**config.mk**
```make
export PLATFORM = sky130hd
export DESIGN_NAME = lap_stopwatch_core
export DESIGN_NICKNAME = d
export VERILOG_FILES = /design/src/rtl/lap_stopwatch_core.sv
export SDC_FILE = /design/constraint.sdc
export NUM_CORES = 1
export LEC_CHECK = 0
export CORE_ASPECT_RATIO = 2
export CORE_MARGIN = 3
export CORE_UTILIZATION = 40
export DETAILED_ROUTE_END_ITERATION = 7
export SYNTH_ARGS = -nofsm -noshare
export SYNTH_HDL_FRONTEND = slang
export SYNTH_SLANG_ARGS = --single-unit
export TNS_END_PERCENT = 1
```
**constraint.sdc**
```tcl
create_clock -name clk -period 6.75 [get_ports clk]
set_input_delay 0.675 -clock clk [delete_from_list [all_inputs] [get_ports clk]]
set_output_delay 0.675 -clock clk [all_outputs]
set_load 0.03 [all_outputs]
```
**src/rtl/lap_stopwatch_core.sv**
```systemverilog
// Stopwatch engine: tick divider, STOP/RUN/LAP control and an N-digit BCD
// time counter with a lap snapshot that freezes the display while counting continues.
module lap_stopwatch_core #(
    parameter int CLK_HZ   = 100_000_000,
    parameter int TICK_HZ  = 100,
    parameter int DIGITS   = 4,
    parameter int SATURATE = 0
) (
    input  logic                  clk,
    input  logic                  reset,
    input  logic                  i_run_stop,
    input  logic                  i_clear,
    input  logic                  i_lap,
    output logic [4*DIGITS-1:0]   o_bcd,
    output logic                  o_running,
    output logic                  o_lap_hold,
    output logic                  o_overflow
);

    localparam int DIV   = CLK_HZ / TICK_HZ;
    localparam int DIV_W = (DIV > 1) ? $clog2(DIV) : 1;
    localparam int W     = 4 * DIGITS;
    localparam logic [DIV_W-1:0] DIV_LAST = DIV_W'(DIV - 1);

    typedef enum logic [1:0] {
        STOP,
        RUN,
        LAP
    } state_t;

    state_t           state, state_next;
    logic [DIV_W-1:0] divider, divider_next;
    logic [W-1:0]     count, count_next;
    logic [W-1:0]     snapshot, snapshot_next;
    logic             overflow_next;
    logic             running_now;
    logic             tick;

    // Ripple a +1 through the digits; each digit rolls 9->0 and carries upward.
    function automatic logic [W-1:0] bcd_inc(input logic [W-1:0] value);
        logic [W-1:0] result;
        logic         carry;
        logic [3:0]   digit;
        result = value;
        carry  = 1'b1;
        for (int k = 0; k < DIGITS; k++) begin
            digit = value[4*k +: 4];
            if (carry) begin
                if (digit == 4'd9) begin
                    digit = 4'd0;
                end else begin
                    digit = digit + 4'd1;
                    carry = 1'b0;
                end
            end
            result[4*k +: 4] = digit;
        end
        return result;
    endfunction

    function automatic logic all_nines(input logic [W-1:0] value);
        logic nines;
        nines = 1'b1;
        for (int k = 0; k < DIGITS; k++) begin
            if (value[4*k +: 4] != 4'd9) begin
                nines = 1'b0;
            end
        end
        return nines;
    endfunction

    assign running_now = (state == RUN) || (state == LAP);
    assign tick        = running_now && (divider == DIV_LAST);

    always_comb begin
        state_next    = state;
        divider_next  = divider;
        count_next    = count;
        snapshot_next = snapshot;
        overflow_next = o_overflow;

        if (running_now) begin
            divider_next = tick ? '0 : divider + DIV_W'(1);
        end

        if (tick) begin
            if (all_nines(count)) begin
                overflow_next = 1'b1;
                count_next    = (SATURATE != 0) ? count : '0;
            end else begin
                count_next = bcd_inc(count);
            end
        end

        // Only the highest-priority pulse that is legal in this state acts.
        case (state)
            STOP: begin
                if (i_clear) begin
                    count_next    = '0;
                    divider_next  = '0;
                    overflow_next = 1'b0;
                end else if (i_run_stop) begin
                    state_next = RUN;
                end
            end
            RUN: begin
                if (i_run_stop) begin
                    state_next = STOP;
                end else if (i_lap) begin
                    state_next    = LAP;
                    snapshot_next = count;
                end
            end
            LAP: begin
                if (i_run_stop) begin
                    state_next = STOP;
                end else if (i_lap) begin
                    state_next = RUN;
                end
            end
            default: begin
                state_next = STOP;
            end
        endcase
    end

    always_ff @(posedge clk or posedge reset) begin
        if (reset) begin
            state      <= STOP;
            divider    <= '0;
            count      <= '0;
            snapshot   <= '0;
            o_overflow <= 1'b0;
            o_bcd      <= '0;
            o_running  <= 1'b0;
            o_lap_hold <= 1'b0;
        end else begin
            state      <= state_next;
            divider    <= divider_next;
            count      <= count_next;
            snapshot   <= snapshot_next;
            o_overflow <= overflow_next;
            o_bcd      <= (state_next == LAP) ? snapshot_next : count_next;
            o_running  <= (state_next != STOP);
            o_lap_hold <= (state_next == LAP);
        end
    end

endmodule

```
==> flow_summary.json, run 1 <==
{
  "clk_latency_ns": 0.33,
  "post_cts_buffers": 0,
  "synthTopCellsByArea": "dfrtp_1 (51%), mux2_2 (6.6%), ha_1 (4.5%)",
  "fp.dieW_microns": 73.1,
  "cts_hold_buf": 0,
  "final_common_cell": "dfrtp_1",
  "placed_area_sq_mm": 0.00392,
  "routabilityCongestion": 0.856,
  "synthesis.area_sq_mm": 0.00360,
  "reg2reg_from": "state[1]",
  "finalClockSkew_ns": 0.00628,
  "synth_edf_count": 0,
  "core_area_sq_mm": 0.00871,
  "avgSynthCellArea_sq_um": 10.6,
  "crit_fanout": 22,
  "detail_route.first_pass.iterations": 4,
  "p_switching_uw": 327,
  "hp-class": "reg -> reg",
  "whs_path_depth": 1,
  "grt_antenna_before_repair": 0,
  "syn_to_final_growth_pct": 17.0,
  "sw_frac_of_total_pct": 28.1,
  "die_h_microns": 140,
  "pwr-share-comb_pct": 18.8,
  "cts_max_level": 3,
  "p_leak_nw": 1.95,
  "clk_pin_slew_ns": 0.05,
  "grt_pass1_vias": 2676,
  "ctsResizeCount": 0,
  "yosysSeqAreaShare_pct": 50.8,
  "pwr-share-seq_pct": 41.8,
  "rsz0062_at_grt": "no",
  "clock_path_buffers": 2,
  "r2r_slack_ns": 3.21,
  "tightest_slew_ns": 0.973,
  "numCtsBuffers": 9,
  "num-fill-cells": 802,
  "drc_errors": 0,
  "drtAntennaViolNets": 0,
  "rows": 48,
  "die_area_sq_mm": 0.0102,
  "cts-root-buf": "clkbuf_16",
  "required_ns": 6.96,
  "grt_pass1_wl_microns": 13100,
  "dp.cells": 452,
  "status": "finished, final reports clean",
  "drv_cap": 0,
  "ir_worst_vdd_mv": 0.154,
  "finalCriticalPeriod_ns": 3.74,
  "synth.largest_area_cell": "dfrtp_1",
  "worst_setup_path_end_kind": "flip-flop",
  "tns_ns": 0,
  "clock_power_share_pct": 39.5,
  "startpoint_type": "input port",
  "finalHoldViolCount": 0,
  "vias": 2599,
  "power.internal_uw": 835,
  "initial_core_util_pct": 41.3,
  "wl_per_cell_microns": 17.0,
  "cts_tree": "yes",
  "grtUsageTotal_pct": 16.9,
  "cts_sinks": 73,
  "vias_per_cell": 5.55,
  "fin_cells": 468,
  "drt_iter0_drc": 122,
  "grt-ovfl-total": 0,
  "final_nets": 381,
  "critical_path_arrival_ns": 3.95,
  "finalSetupViolations": 0,
  "io_buffers": 23,
  "totalWireLength_microns": 7930,
  "synth.top_cell.area_share_pct": 50.8,
  "slew_violations": 0,
  "final_area_sq_mm": 0.00421,
  "yosys_register_bits": 73,
  "criticalPathCategory": "in -> reg",
  "grt_max_degree": 74,
  "syn_nets": 357,
  "post-route-period-util_pct": 55.4,
  "place_hpwl_microns": 5690,
  "ios": 24,
  "relSlewSlack_pct": 35.0,
  "synthFlopType": "dfrtp_1",
  "min_from": "snapshot[0]",
  "r2r_end": "o_bcd[3]",
  "finalPower_mw": 1.16,
  "reg2reg_depth": 7,
  "min_to": "snapshot[0]",
  "netlist-cell-type-count": 49,
  "final_layout_size_suffix_gt1_share_pct": 14.1,
  "syn_inst": 339,
  "diodes": 0,
  "final_cell_mix": "dfrtp_1 (73), nor2_1 (36), nand2_1 (26)",
  "ys_warn_count": 0,
  "p_per_area_mw_per_mm2": 276,
  "timing.fmax_ghz": 0.267,
  "synth-async-reset-ratio_pct": 100
}
## kinds of logic (layout without fill, tap and decap cells)
kind of cell / Yosys count / count (layout) / synth area share, %
DFF: 73 / 73 / 50.8
xor gates and xnor gates: 18 / 18 / 4.38
buffers and inverters: 25 / 54 / 2.89
and+or+nand+nor: 142 / 142 / 21.7
AOI/OAI and AO/OA: 37 / 37 / 6.43
adders and majority gates: 13 / 13 / 4.52
muxes: 31 / 31 / 9.35
## layer usage
layer	vias up	part of all wire [%]	global-route usage (%)	routed length, microns
met4	0	2.0	7.20	155
met2	47	58	31.1	4580
li1	1242	-	-	-
met1	1298	37	17.5	2960
met3	12	3.0	3.74	235
met5	-	0	0	0
## worst max-delay path by stage
stage          depth (start not counted)        from  slack (ns)       end
2_1_floorplan                          1       reset        4.22  count[0]
3_3_place_gp                           6  i_run_stop        2.67  o_bcd[9]
3_5_place_dp                           6  i_run_stop        2.55  o_bcd[6]
4_1_cts                                6  i_run_stop        2.92  o_bcd[3]
5_1_grt                                6  i_run_stop        2.68  o_bcd[0]
6_report                               6  i_run_stop        3.01  o_bcd[3]
## stage by stage
step	utilization [%]	hold slack, ns	worst slack [ns]
after floorplan	-	0.449	4.22
after CTS	48.4	0.494	2.92
after detailed placement	45.0	0.482	2.55
after global placement	45.0	0.471	2.67
final	48.4	0.494	3.01
after global routing	48.4	0.501	2.68
## registers in the layout, summed over array words and instances, names as in the netlist
name	count
o_overflow	1
state	2
o_bcd	16
o_lap_hold	1
o_running	1
count	16
snapshot	16
divider	20
## power groups by stage
stage | Sequential, mW | Combinational [mW] | Clock (mW)
2_1_floorplan | 0.510 | 0.136 | 0
3_3_place_gp | 0.491 | 0.219 | 0
3_5_place_dp | 0.492 | 0.221 | 0
4_1_cts | 0.485 | 0.223 | 0.472
5_1_grt | 0.488 | 0.242 | 0.490
6_report | 0.485 | 0.218 | 0.458
## critical path, cell delays in order
cell and delay [ns]:
clkdlybuf4s50_1 0.45, nand3b_1 0.76, and2_1 0.46, nand4b_1 0.58, inv_1 0.62, mux2_2 0.39
## Yosys cell counts (2+ instances only)
| cell type | instances |
|---|---|
| inv_1 | 12 |
| and4_1 | 2 |
| and2_1 | 3 |
| nand4_1 | 7 |
| nand3_1 | 18 |
| nand4b_1 | 2 |
| nand2b_1 | 3 |
| and3_1 | 2 |
| nor3_1 | 6 |
| nand3b_1 | 3 |
| or4b_4 | 2 |
| clkbuf_1 | 9 |
| o2bb2ai_1 | 2 |
| nor4_1 | 4 |
| or4b_2 | 2 |
| nor2b_1 | 5 |
| xor2_1 | 9 |
| o211ai_1 | 3 |
| a21oi_1 | 9 |
| xnor2_1 | 9 |
| and3b_1 | 2 |
| nor2_1 | 36 |
| a31oi_1 | 7 |
| dfrtp_1 | 73 |
| and2_0 | 2 |
| or3_1 | 6 |
| mux2i_1 | 10 |
| mux2_2 | 21 |
| o21ai_0 | 9 |
| or3_2 | 2 |
| or4_1 | 3 |
| ha_1 | 13 |
| buf_2 | 2 |
| nand2_1 | 26 |
## final cells by class
type                    count  area, sq um  area share [%]
clock buffers              14          284            6.74
clock inverters             2         10.0           0.238
inverters                  12         45.0            1.07
multi-input cells         241         1670            39.6
flip-flops and latches     73         1830            43.4
well taps                 100          125            2.97
repair buffers             26          253            6.00
No activity file was read; power rests on OpenSTA's default activity.
==> run 2, diff against run 1 <==
- clock period: 6.75 -> 3.5 ns (I/O delays scaled with it)
==> run 2 against run 1 <==
  * Via count up 0.65%
  * Critical endpoint is now o_bcd[9]
  * Largest cell class unchanged
  * Highest routed layer unchanged
  * Total power increased by 120%
  * Sequential share of layout area shrank 1.4 points
  * Design area is 3.2% higher
==> flow_summary.json, run 2 (synthesized netlist as in run 1, its figures left out) <==
{
  "clk_latency_ns": 0.33,
  "vias": 2616,
  "drc_errors": 0,
  "largest_reg_flops": 20,
  "fin_util_pct": 49.9,
  "grt_pass1_vias": 2666,
  "final_common_cell": "dfrtp_1",
  "required_ns": 3.71,
  "totalWireLength_microns": 7850,
  "finalClockSkew_ns": 0.00463,
  "ir_worst_vdd_mv": 0.373,
  "drt_iter0_drc": 80,
  "p_leak_nw": 2.02,
  "cts_sinks": 73,
  "clk_pin_slew_ns": 0.06,
  "numCtsBuffers": 9,
  "fp.dieW_microns": 73.1,
  "final_nets": 388,
  "crit_fanout": 7,
  "placed_area_sq_mm": 0.00397,
  "drtAntennaViolNets": 0,
  "grt-ovfl-total": 0,
  "tightest_slew_ns": 0.931,
  "timing.fmax_ghz": 0.376,
  "wl_per_cell_microns": 16.5,
  "die_area_sq_mm": 0.0102,
  "finalSetupViolations": 0,
  "finalPower_mw": 2.52,
  "routabilityCongestion": 0.905,
  "grt_max_degree": 41,
  "place_hpwl_microns": 5710,
  "grtUsageTotal_pct": 16.9,
  "vias_per_cell": 5.51,
  "status": "finished, final reports clean",
  "drv_cap": 0,
  "hp-class": "reg -> reg",
  "syn_to_final_growth_pct": 20.8,
  "io_buffers": 23,
  "post-route-period-util_pct": 76.1,
  "clock_path_buffers": 2,
  "cp_cell_sequence": "or4b_4 -> nor4_4 -> buf_4 -> nand3_1 -> mux2_2 -> mux2_2",
  "final_cell_mix": "dfrtp_1 (73), nor2_1 (36), nand2_1 (26)",
  "criticalPathCategory": "reg -> reg",
  "final_area_sq_mm": 0.00435,
  "cts_hold_buf": 0,
  "die_h_microns": 140,
  "tns_ns": 0,
  "startpoint_type": "flip-flop",
  "r2r_slack_ns": 0.84,
  "cts_tree": "yes",
  "top_register": "divider",
  "detail_route.first_pass.iterations": 4,
  "relSlewSlack_pct": 37.9,
  "ios": 24,
  "critPathSlowestCell": "or4b_4",
  "finalCriticalPeriod_ns": 2.66,
  "diodes": 0,
  "rsz0062_at_grt": "no",
  "final_layout_size_suffix_gt1_share_pct": 16.0,
  "cts_max_level": 3,
  "worst_setup_path_end_kind": "flip-flop",
  "grt_antenna_before_repair": 0,
  "grt_pass1_wl_microns": 13200,
  "ctsResizeCount": 0,
  "initial_core_util_pct": 41.3,
  "critPathTopFamily": "simple AND/OR/NAND/NOR gates",
  "critical_path_arrival_ns": 2.88,
  "cts-root-buf": "clkbuf_16",
  "finalHoldViolCount": 0,
  "slowest_delay_ns": 0.57,
  "core_area_sq_mm": 0.00871,
  "slew_violations": 0,
  "path_common_cell": "mux2_2",
  "p_per_area_mw_per_mm2": 578,
  "rows": 48,
  "crit_buf_inv": 1,
  "num-fill-cells": 798,
  "post_cts_buffers": 0
}
==> run 2: cell count changes in the layout (fill, tap and decap cells not counted), sizes merged <==
cell,delta
buf,+7
bufinv,+4
clkbuf,-3
clkinv,-1
==> run 2: routing by layer <==
metal	global-route usage, %	wire length (microns)
met1	18.2	2940
met2	30.0	4500
met3	3.74	199
met4	7.88	212
met5	0	0
==> run 2: final cells by class <==
class | count | area [sq um] | share of cell area, %
clock buffer | 11 | 253 | 5.81
timing repair buffer | 33 | 305 | 7.02
clock inverter | 5 | 125 | 2.88
tap | 100 | 125 | 2.88
sequential | 73 | 1830 | 42.0
multi-input combinational | 241 | 1670 | 38.4
inverter | 12 | 45.0 | 1.04
==> run 2: report_power, final <==
group | internal [mW] | total, mW | switching, mW
registers | 0.902 | 0.934 | 0.0315
clock network | 0.806 | 1.15 | 0.340
logic | 0.164 | 0.436 | 0.272
==> run 2: per-stage QoR <==
step,hold WS [ns],cells,worst slack (ns)
after global routing,0.497,475,0.668
final,0.489,475,0.837
after detailed placement,0.479,459,0.834
after CTS,0.491,475,0.816
after floorplan,0.449,339,1.26
after global placement,0.469,459,0.879
==> run 2: worst paths after layout <==
path / start / end / cells past startpoint
setup / recovery: divider[12] / o_bcd[9] / 6
hold / removal: snapshot[0] / snapshot[0] / 1
setup reg to reg: divider[12] / o_bcd[9] / 6
hold reg to reg: snapshot[0] / snapshot[0] / 1
max in group asynchronous: reset / count[0] / 3
min in group asynchronous: reset / o_bcd[14] / 2
